[src/rtl/uart_rx_fifo.sv]
// Receive-side byte FIFO behind uart_rx: buffers completed bytes, registered read port,
// occupancy flags and a sticky overrun flag for bytes dropped while full.
module uart_rx_fifo #(
    parameter int unsigned DATA_W       = 8,
    parameter int unsigned DEPTH        = 16,
    parameter int unsigned AFULL_THRESH = 12
) (
    input  logic                       clk_i,
    input  logic                       rst_i,
    input  logic                       wr_valid_i,
    input  logic [DATA_W-1:0]          wr_data_i,
    input  logic                       rd_en_i,
    output logic [DATA_W-1:0]          rd_data_o,
    output logic                       rd_valid_o,
    output logic                       empty_o,
    output logic                       full_o,
    output logic                       almost_full_o,
    output logic [$clog2(DEPTH):0]     count_o,
    output logic                       overrun_o,
    input  logic                       overrun_clr_i
);

    localparam int unsigned PtrW = $clog2(DEPTH);
    localparam int unsigned CntW = PtrW + 1;
    localparam logic [CntW-1:0] DepthCnt = CntW'(DEPTH);
    localparam logic [CntW-1:0] AfullCnt = CntW'(AFULL_THRESH);

    typedef enum logic [0:0] {StEmpty, StActive} state_e;

    state_e              state_q, state_d;
    logic [PtrW-1:0]     wr_ptr_q, wr_ptr_d;
    logic [PtrW-1:0]     rd_ptr_q, rd_ptr_d;
    logic [CntW-1:0]     count_q, count_d;
    logic [DATA_W-1:0]   rd_data_q, rd_data_d;
    logic                rd_valid_q, rd_valid_d;
    logic                overrun_q, overrun_d;
    logic [DATA_W-1:0]   mem_q [DEPTH];

    logic rd_accept, wr_accept, overrun_set;

    assign empty_o       = (state_q == StEmpty);
    assign full_o        = (state_q == StActive) && (count_q == DepthCnt);
    assign almost_full_o = (count_q >= AfullCnt);
    assign count_o       = count_q;
    assign rd_data_o     = rd_data_q;
    assign rd_valid_o    = rd_valid_q;
    assign overrun_o     = overrun_q;

    // A full FIFO still takes a write when a read frees a slot in the same cycle.
    assign rd_accept   = rd_en_i && !empty_o;
    assign wr_accept   = wr_valid_i && (!full_o || rd_accept);
    assign overrun_set = wr_valid_i && full_o && !rd_accept;

    always_comb begin
        state_d    = state_q;
        wr_ptr_d   = wr_ptr_q;
        rd_ptr_d   = rd_ptr_q;
        count_d    = count_q;
        rd_data_d  = rd_data_q;
        rd_valid_d = 1'b0;
        overrun_d  = overrun_q;

        if (wr_accept) begin
            wr_ptr_d = wr_ptr_q + 1'b1;
        end
        if (rd_accept) begin
            rd_ptr_d   = rd_ptr_q + 1'b1;
            rd_data_d  = mem_q[rd_ptr_q];
            rd_valid_d = 1'b1;
        end

        unique case ({wr_accept, rd_accept})
            2'b10:   count_d = count_q + 1'b1;
            2'b01:   count_d = count_q - 1'b1;
            default: count_d = count_q;
        endcase

        if (overrun_clr_i) begin
            overrun_d = 1'b0;
        end
        if (overrun_set) begin
            overrun_d = 1'b1;
        end

        unique case (state_q)
            StEmpty: begin
                if (wr_accept) begin
                    state_d = StActive;
                end
            end
            StActive: begin
                if (rd_accept && !wr_accept && (count_q == CntW'(1))) begin
                    state_d = StEmpty;
                end
            end
            default: state_d = StEmpty;
        endcase
    end

    always_ff @(posedge clk_i or posedge rst_i) begin
        if (rst_i) begin
            state_q    <= StEmpty;
            wr_ptr_q   <= '0;
            rd_ptr_q   <= '0;
            count_q    <= '0;
            rd_data_q  <= '0;
            rd_valid_q <= 1'b0;
            overrun_q  <= 1'b0;
        end else begin
            state_q    <= state_d;
            wr_ptr_q   <= wr_ptr_d;
            rd_ptr_q   <= rd_ptr_d;
            count_q    <= count_d;
            rd_data_q  <= rd_data_d;
            rd_valid_q <= rd_valid_d;
            overrun_q  <= overrun_d;
        end
    end

    // Storage is deliberately left unreset; pointers define what is valid.
    always_ff @(posedge clk_i) begin
        if (wr_accept) begin
            mem_q[wr_ptr_q] <= wr_data_i;
        end
    end

endmodule

[config.mk]
export PLATFORM = sky130hd
export DESIGN_NAME = uart_rx_fifo
export DESIGN_NICKNAME = d
export VERILOG_FILES = /design/src/rtl/uart_rx_fifo.sv
export SDC_FILE = /design/constraint.sdc
export NUM_CORES = 1
export LEC_CHECK = 0
export ABC_AREA = 1
export CAP_MARGIN = 20
export CORE_MARGIN = 10
export CORE_UTILIZATION = 40
export CTS_CLUSTER_SIZE = 30
export DETAILED_ROUTE_END_ITERATION = 12
export HOLD_SLACK_MARGIN = 0.03
export PLACE_DENSITY = 0.59
export SYNTH_ARGS = -nofsm -noshare
export SYNTH_HDL_FRONTEND = slang
export SYNTH_SLANG_ARGS = --single-unit
[constraint.sdc]
create_clock -name clk_i -period 2 [get_ports clk_i]
set_input_delay 0.2 -clock clk_i [delete_from_list [all_inputs] [get_ports clk_i]]
set_output_delay 0.2 -clock clk_i [all_outputs]
set_load 0.005 [all_outputs]
==> results of run 1 <==
worst max-delay path, delay by kind of cell (launching register included):
kind | cells | cell delay [ns]
buf+inv | 2 | 0.69
simple gates | 2 | 0.15
flops | 1 | 0.39
state kept, by name, summed over array words and instances (netlist names):
register / count
rd_valid_o: 1
overrun_o: 1
count_o: 5
rd_ptr_q: 4
rd_data_o: 8
mem_q: 128
wr_ptr_q: 4
state_q: 1
power groups by stage:
stage / Combinational, uW / Clock [uW] / Sequential [uW]
2_1_floorplan: 2490 / 0 / 4180
3_5_place_dp: 3780 / 0 / 4280
6_report: 3860 / 3540 / 4220
3_3_place_gp: 3720 / 0 / 4270
5_1_grt: 4350 / 3750 / 4280
4_1_cts: 3850 / 3600 / 4220
timing repair:
item                                    CTS  global route
endpoints found under the setup margin    1           111
buffers inserted                          3             0
gates resized for setup                   2             5
metal layers:
metal	global-route usage, %	wire length (um)	vias to the layer above
li1	-	-	2112
met5	0	0	-
met3	3.47	803	22
met1	19.2	6940	2178
met2	24.8	7970	134
met4	6.64	290	0
logic make-up after synthesis:
logic type | Yosys count
flip-flops | 152
adder cells (fa/ha/maj) | 9
AND/OR/NAND/NOR | 354
buffers and inverters | 48
AO/OA/AOI/OAI | 13
XOR/XNOR | 12
layout make-up:
class / instances / area share (%)
Clock buffer: 17 / 5.40
Clock inverter: 14 / 2.92
Inverter: 22 / 1.05
Multi-Input combinational cell: 388 / 22.7
Sequential cell: 152 / 56.4
Tap cell: 216 / 3.43
Timing Repair Buffer: 71 / 8.07
cells in the mapped netlist (2+ instances only):
library cell / n / area share, %
buf_4: 4 / 0.47
nor3_1: 3 / 0.23
nand2_1: 227 / 13
nand3_1: 95 / 7.4
xor2_1: 12 / 1.6
buf_6: 3 / 0.52
inv_2: 3 / 0.17
nand2_2: 3 / 0.29
a21oi_1: 7 / 0.54
o21ai_0: 5 / 0.39
buf_2: 17 / 1.3
ha_1: 9 / 1.7
dfrtp_1: 24 / 9.3
inv_1: 18 / 1.0
nor2_1: 20 / 1.2
clkbuf_1: 2 / 0.12
edfxtp_1: 128 / 60
how the worst min path moves through the flow:
stage	start	end	slack, ns	depth (start not counted)
global route	rst_i	count_o[2]	0.19	3
floorplan	rst_i	count_o[0]	0.21	1
finish	rst_i	count_o[2]	0.14	3
CTS	rst_i	rd_data_o[4]	0.14	3
global placement	rd_data_o[3]	rd_data_o[3]	0.46	2
detailed placement	rd_data_o[6]	rd_data_o[6]	0.46	2
through the flow:
stage                     power [uW]  util, %
after global placement          7980     45.3
after global routing           12400     49.8
after CTS                      11700     49.6
after floorplan                 6680        -
final                          11600     49.8
after detailed placement        8060     45.3
==> results.cfg, run 1 <==
[status]
status = finished clean

[clock_tree]
htreeDepth = 4
ctsHoldBuffers = 0
cts.sinks = 152
clk_pin_slew_worst_paths_ns = 0.06
clk_path_buf_depth = 2
clk-insertion-delay-late_ns = 0.43
root_buffer = clkbuf_16
numCtsBuffers = 17
cts_tree = built

[sta]
layout_setup_ws_ns = 0.144
relSlewSlack_pct = 65.9
whs_ns = 0.138
drv_slew = 0
rsz0062_at_grt = no
fin_skew_ns = 0.00687
period_needed_ns = 1.86
fmax_mhz = 539
finalHoldViolCount = 0
post-route-period-util_pct = 92.8
worst_pin_slew_ns = 0.511
fin_setup_tns_ns = 0
setup-violations-final = 0

[global_route]
grt_max_degree = 59
grt_pass1_wl_mm = 25.1
antenna_found_initial = 0
grt_overflow = 0
grt_pass1_vias = 4510
grt_usage_pct = 15.3

[run]
drv_cap = 0

[critical_path]
crit_chain = buf_4 -> nand2_1 -> nand2_1 -> clkdlybuf4s50_1
cpPeakStageDelay_ns = 0.51
cp.arrival_ns = 1.66
r2r-end = mem_q[12][6]
cpMostUsedCell = nand2_1
crit_required_ns = 1.80
end_kind = output pin
worstPathMaxFanout = 7
worstSetupPathType = reg2out
crit_end = almost_full_o
worst-r2r-setup-slack_ns = 0.15
critPathSlowestCell = clkdlybuf4s50_1
start_kind = flop
r2r_start = count_o[0]
ff2ff_path_depth = 9
crit_start = count_o[2]

[finish]
areaGrowthSynthToFinish_pct = 22.1
drive_gt1_share_pct = 12.8
diodes = 0
multiInputGateArea_um2 = 1790
final_common_cell = nand2_1
layout_common_cells = 227 x nand2_1, 128 x edfxtp_1, 95 x nand3_1
stdcell_area_um2 = 7880
fill_cells = 1409
seqCellArea_um2 = 4450
finalNetCount = 674
finalNonFillerCells = 880

[placed_design]
io_buffers = 30
dp.cells = 846
dp_hpwl_mm = 10.5
place_area_um2 = 7180
dp_slack_ns = 0.0751
gp_congestion = 0.878

[routing]
drt_iter0_markers = 430
drcViolationCount = 0
via_per_inst = 5.05
ant_nets = 0
wire_per_inst_um = 18.2
wl_mm = 16.0
drt-pass1-iter-count = 5
vias = 4446

[floorplanning]
floorplan.die_area_um2 = 21600
initial_core_util_pct = 40.8
num_rows = 46
die_x_um = 147
design.core.area_um2 = 15800
die-height_um = 147
num_io_pins = 31

[power_and_ir_drop]
internal_power_uw = 7640
switching_share_pct = 34.2
seq_power_share_pct = 36.3
powerDensity_nw_per_um2 = 1470
switching_power_uw = 3970
comb_power_share_pct = 33.2
ir_drop_mv = 0.756
p_leak_uw = 0.00315
power_frac_clock_pct = 30.5

[yosys]
synthesis.nets = 610
synth_enable_flop_cells = 128
synth_area_um2 = 6450
synth_xor_area_share_pct = 1.63
synthSimpleGateAreaFrac_pct = 23.0
yosys_warnings = 0
ys_async_sr_fraction_pct = 15.8
synth.ff_latch_count = 152
synth-adder-area-share_pct = 1.75
synth-compound-area-share_pct = 1.03
ys_seq_area_share_pct = 68.9
synth_flop_cell = edfxtp_1
synth_cells = 588
yosysUniqueCellTypes = 25
syn_area_per_cell_um2 = 11.0
synth.mux.area_fraction_pct = 0
synth_top_family_by_area = simple AND/OR/NAND/NOR gates

[min_path]
hp-class = in2async
Power figures use the tool's default switching activity.
==> run 2: changes to the inputs <==
- ABC_CLOCK_PERIOD_IN_PS: unset -> 2000
- CAP_MARGIN: 20 -> 5
- CORE_UTILIZATION: 40 -> 30
- PLACE_DENSITY: 0.59 -> 0.47
==> run 2 against run 1 <==
Net effect:
- fmax increased by 2.6%
- clock power decreased by 17%
- worst setup slack improved by 0.047 ns
- flip-flop and latch count unchanged
- final area decreased by 0.86%
- sequential power about the same
- largest cell class unchanged
- non-clock buffer count decreased by 4
- die area increased by 29%
- first-iteration DRC count decreased by 1.2%
==> results.cfg, run 2 (synthesis gave the netlist of run 1 again) <==
[clock_tree]
clk-insertion-delay-late_ns = 0.43
numCtsBuffers = 17
clk_pin_slew_worst_paths_ns = 0.06
htreeDepth = 4
cts.sinks = 152
clk_path_buf_depth = 2
root_buffer = clkbuf_16
post-cts-setup-buffer-count = 0
cts_tree = built
ctsHoldBuffers = 0

[global_route]
grt_pass1_vias = 4363
antenna_found_initial = 0
grt_usage_pct = 12.5
grt_pass1_wl_mm = 26.0
grt_overflow = 0
grt_max_degree = 67

[floorplanning]
num_io_pins = 31
num_rows = 53
die-height_um = 167
die_x_um = 167
design.core.area_um2 = 21100
floorplan.die_area_um2 = 27800
initial_core_util_pct = 30.6

[critical_path]
worstSetupPathType = reg2out
start_kind = flop
end_kind = output pin
crit_start = count_o[2]
r2r_start = count_o[1]
worstPathMaxFanout = 7
crit_required_ns = 1.80
cp.arrival_ns = 1.61

[sta]
period_needed_ns = 1.81
fin_skew_ns = 0.0162
finalHoldViolCount = 0
fmax_mhz = 553
rsz0062_at_grt = no
drv_slew = 0
setup-violations-final = 0
post-route-period-util_pct = 90.4
relSlewSlack_pct = 64.3
worst_pin_slew_ns = 0.535
fin_setup_tns_ns = 0
whs_ns = 0.117

[routing]
via_per_inst = 4.58
drcViolationCount = 0
drt-pass1-iter-count = 5
drt_iter0_markers = 425
wl_mm = 17.0
vias = 4285
wire_per_inst_um = 18.2
ant_nets = 0

[power_and_ir_drop]
powerDensity_nw_per_um2 = 1410
p_leak_uw = 0.00306
ir_drop_mv = 0.525

[min_path]
hp-class = in2async

[placed_design]
io_buffers = 30
gp_congestion = 0.829
dp_hpwl_mm = 11.3

[finish]
areaGrowthSynthToFinish_pct = 21.1
top_register = mem_q
drive_gt1_share_pct = 11.5
finalNetCount = 670
largest_reg_flops = 128
final_common_cell = nand2_1
layout_common_cells = 227 x nand2_1, 128 x edfxtp_1, 95 x nand3_1
diodes = 0

[run]
drv_cap = 0

[status]
status = finished clean
-- run 2: worst paths after layout --
check | end | slack [ns] | cells past startpoint
worst max-delay path | almost_full_o | 0.19 | 4
worst min-delay path | rd_ptr_q[3] | 0.12 | 2
worst max register to register | mem_q[3][5] | 0.20 | 8
worst min register to register | rd_data_o[1] | 0.48 | 2
max in group asynchronous | wr_ptr_q[1] | 1.40 | 3
min in group clk_i | overrun_o | 0.38 | 2
-- run 2: where the power goes --
group / internal [uW] / switching, uW
logic: 1400 / 2490
registers: 3910 / 299
clock network: 1690 / 1240
total: 7010 / 4040
-- run 2: timing repair --
item,4_1_cts,5_1_grt
setup endpoints to repair,1,31
gates cloned,0,0
pin swaps,0,0
resized for setup,1,1
-- run 2: final cells by class --
| cell class | instances | area [um2] |
|---|---|---|
| fill | 2077 | 13300 |
| tap | 275 | 344 |
| timing repair buffer | 67 | 627 |
| clock inverter | 13 | 108 |
| inverter | 22 | 82.6 |
| clock buffer | 19 | 433 |
| multi-input combinational | 388 | 1770 |
| sequential | 152 | 4450 |
-- run 2: critical path, cell delays in order (launching register included) --
cell and delay, ns:
dfrtp_1 0.39, buf_4 0.18, nand2_1 0.06, nand2_1 0.06, clkdlybuf4s50_1 0.50
-- run 2: per-stage QoR --
stage / total power (uW) / cells / area, um2 / util (%) / worst slack, ns
after floorplan: 6680 / 588 / 6450 / - / -0.0715
after global placement: 8160 / 904 / 7270 / 34.5 / 0.166
after detailed placement: 8200 / 904 / 7270 / 34.5 / 0.135
after CTS: 11200 / 936 / 7810 / 37.0 / 0.120
after global routing: 11800 / 936 / 7810 / 37.0 / 0.00471
final: 11000 / 936 / 7810 / 37.0 / 0.191
-- run 2: layer usage --
layer	up-vias	GRT usage (%)	wire [um]
met5	-	0	0
met4	0	5.84	432
met3	22	2.49	706
met2	92	20.5	8320
met1	2062	15.4	7540
li1	2109	-	-
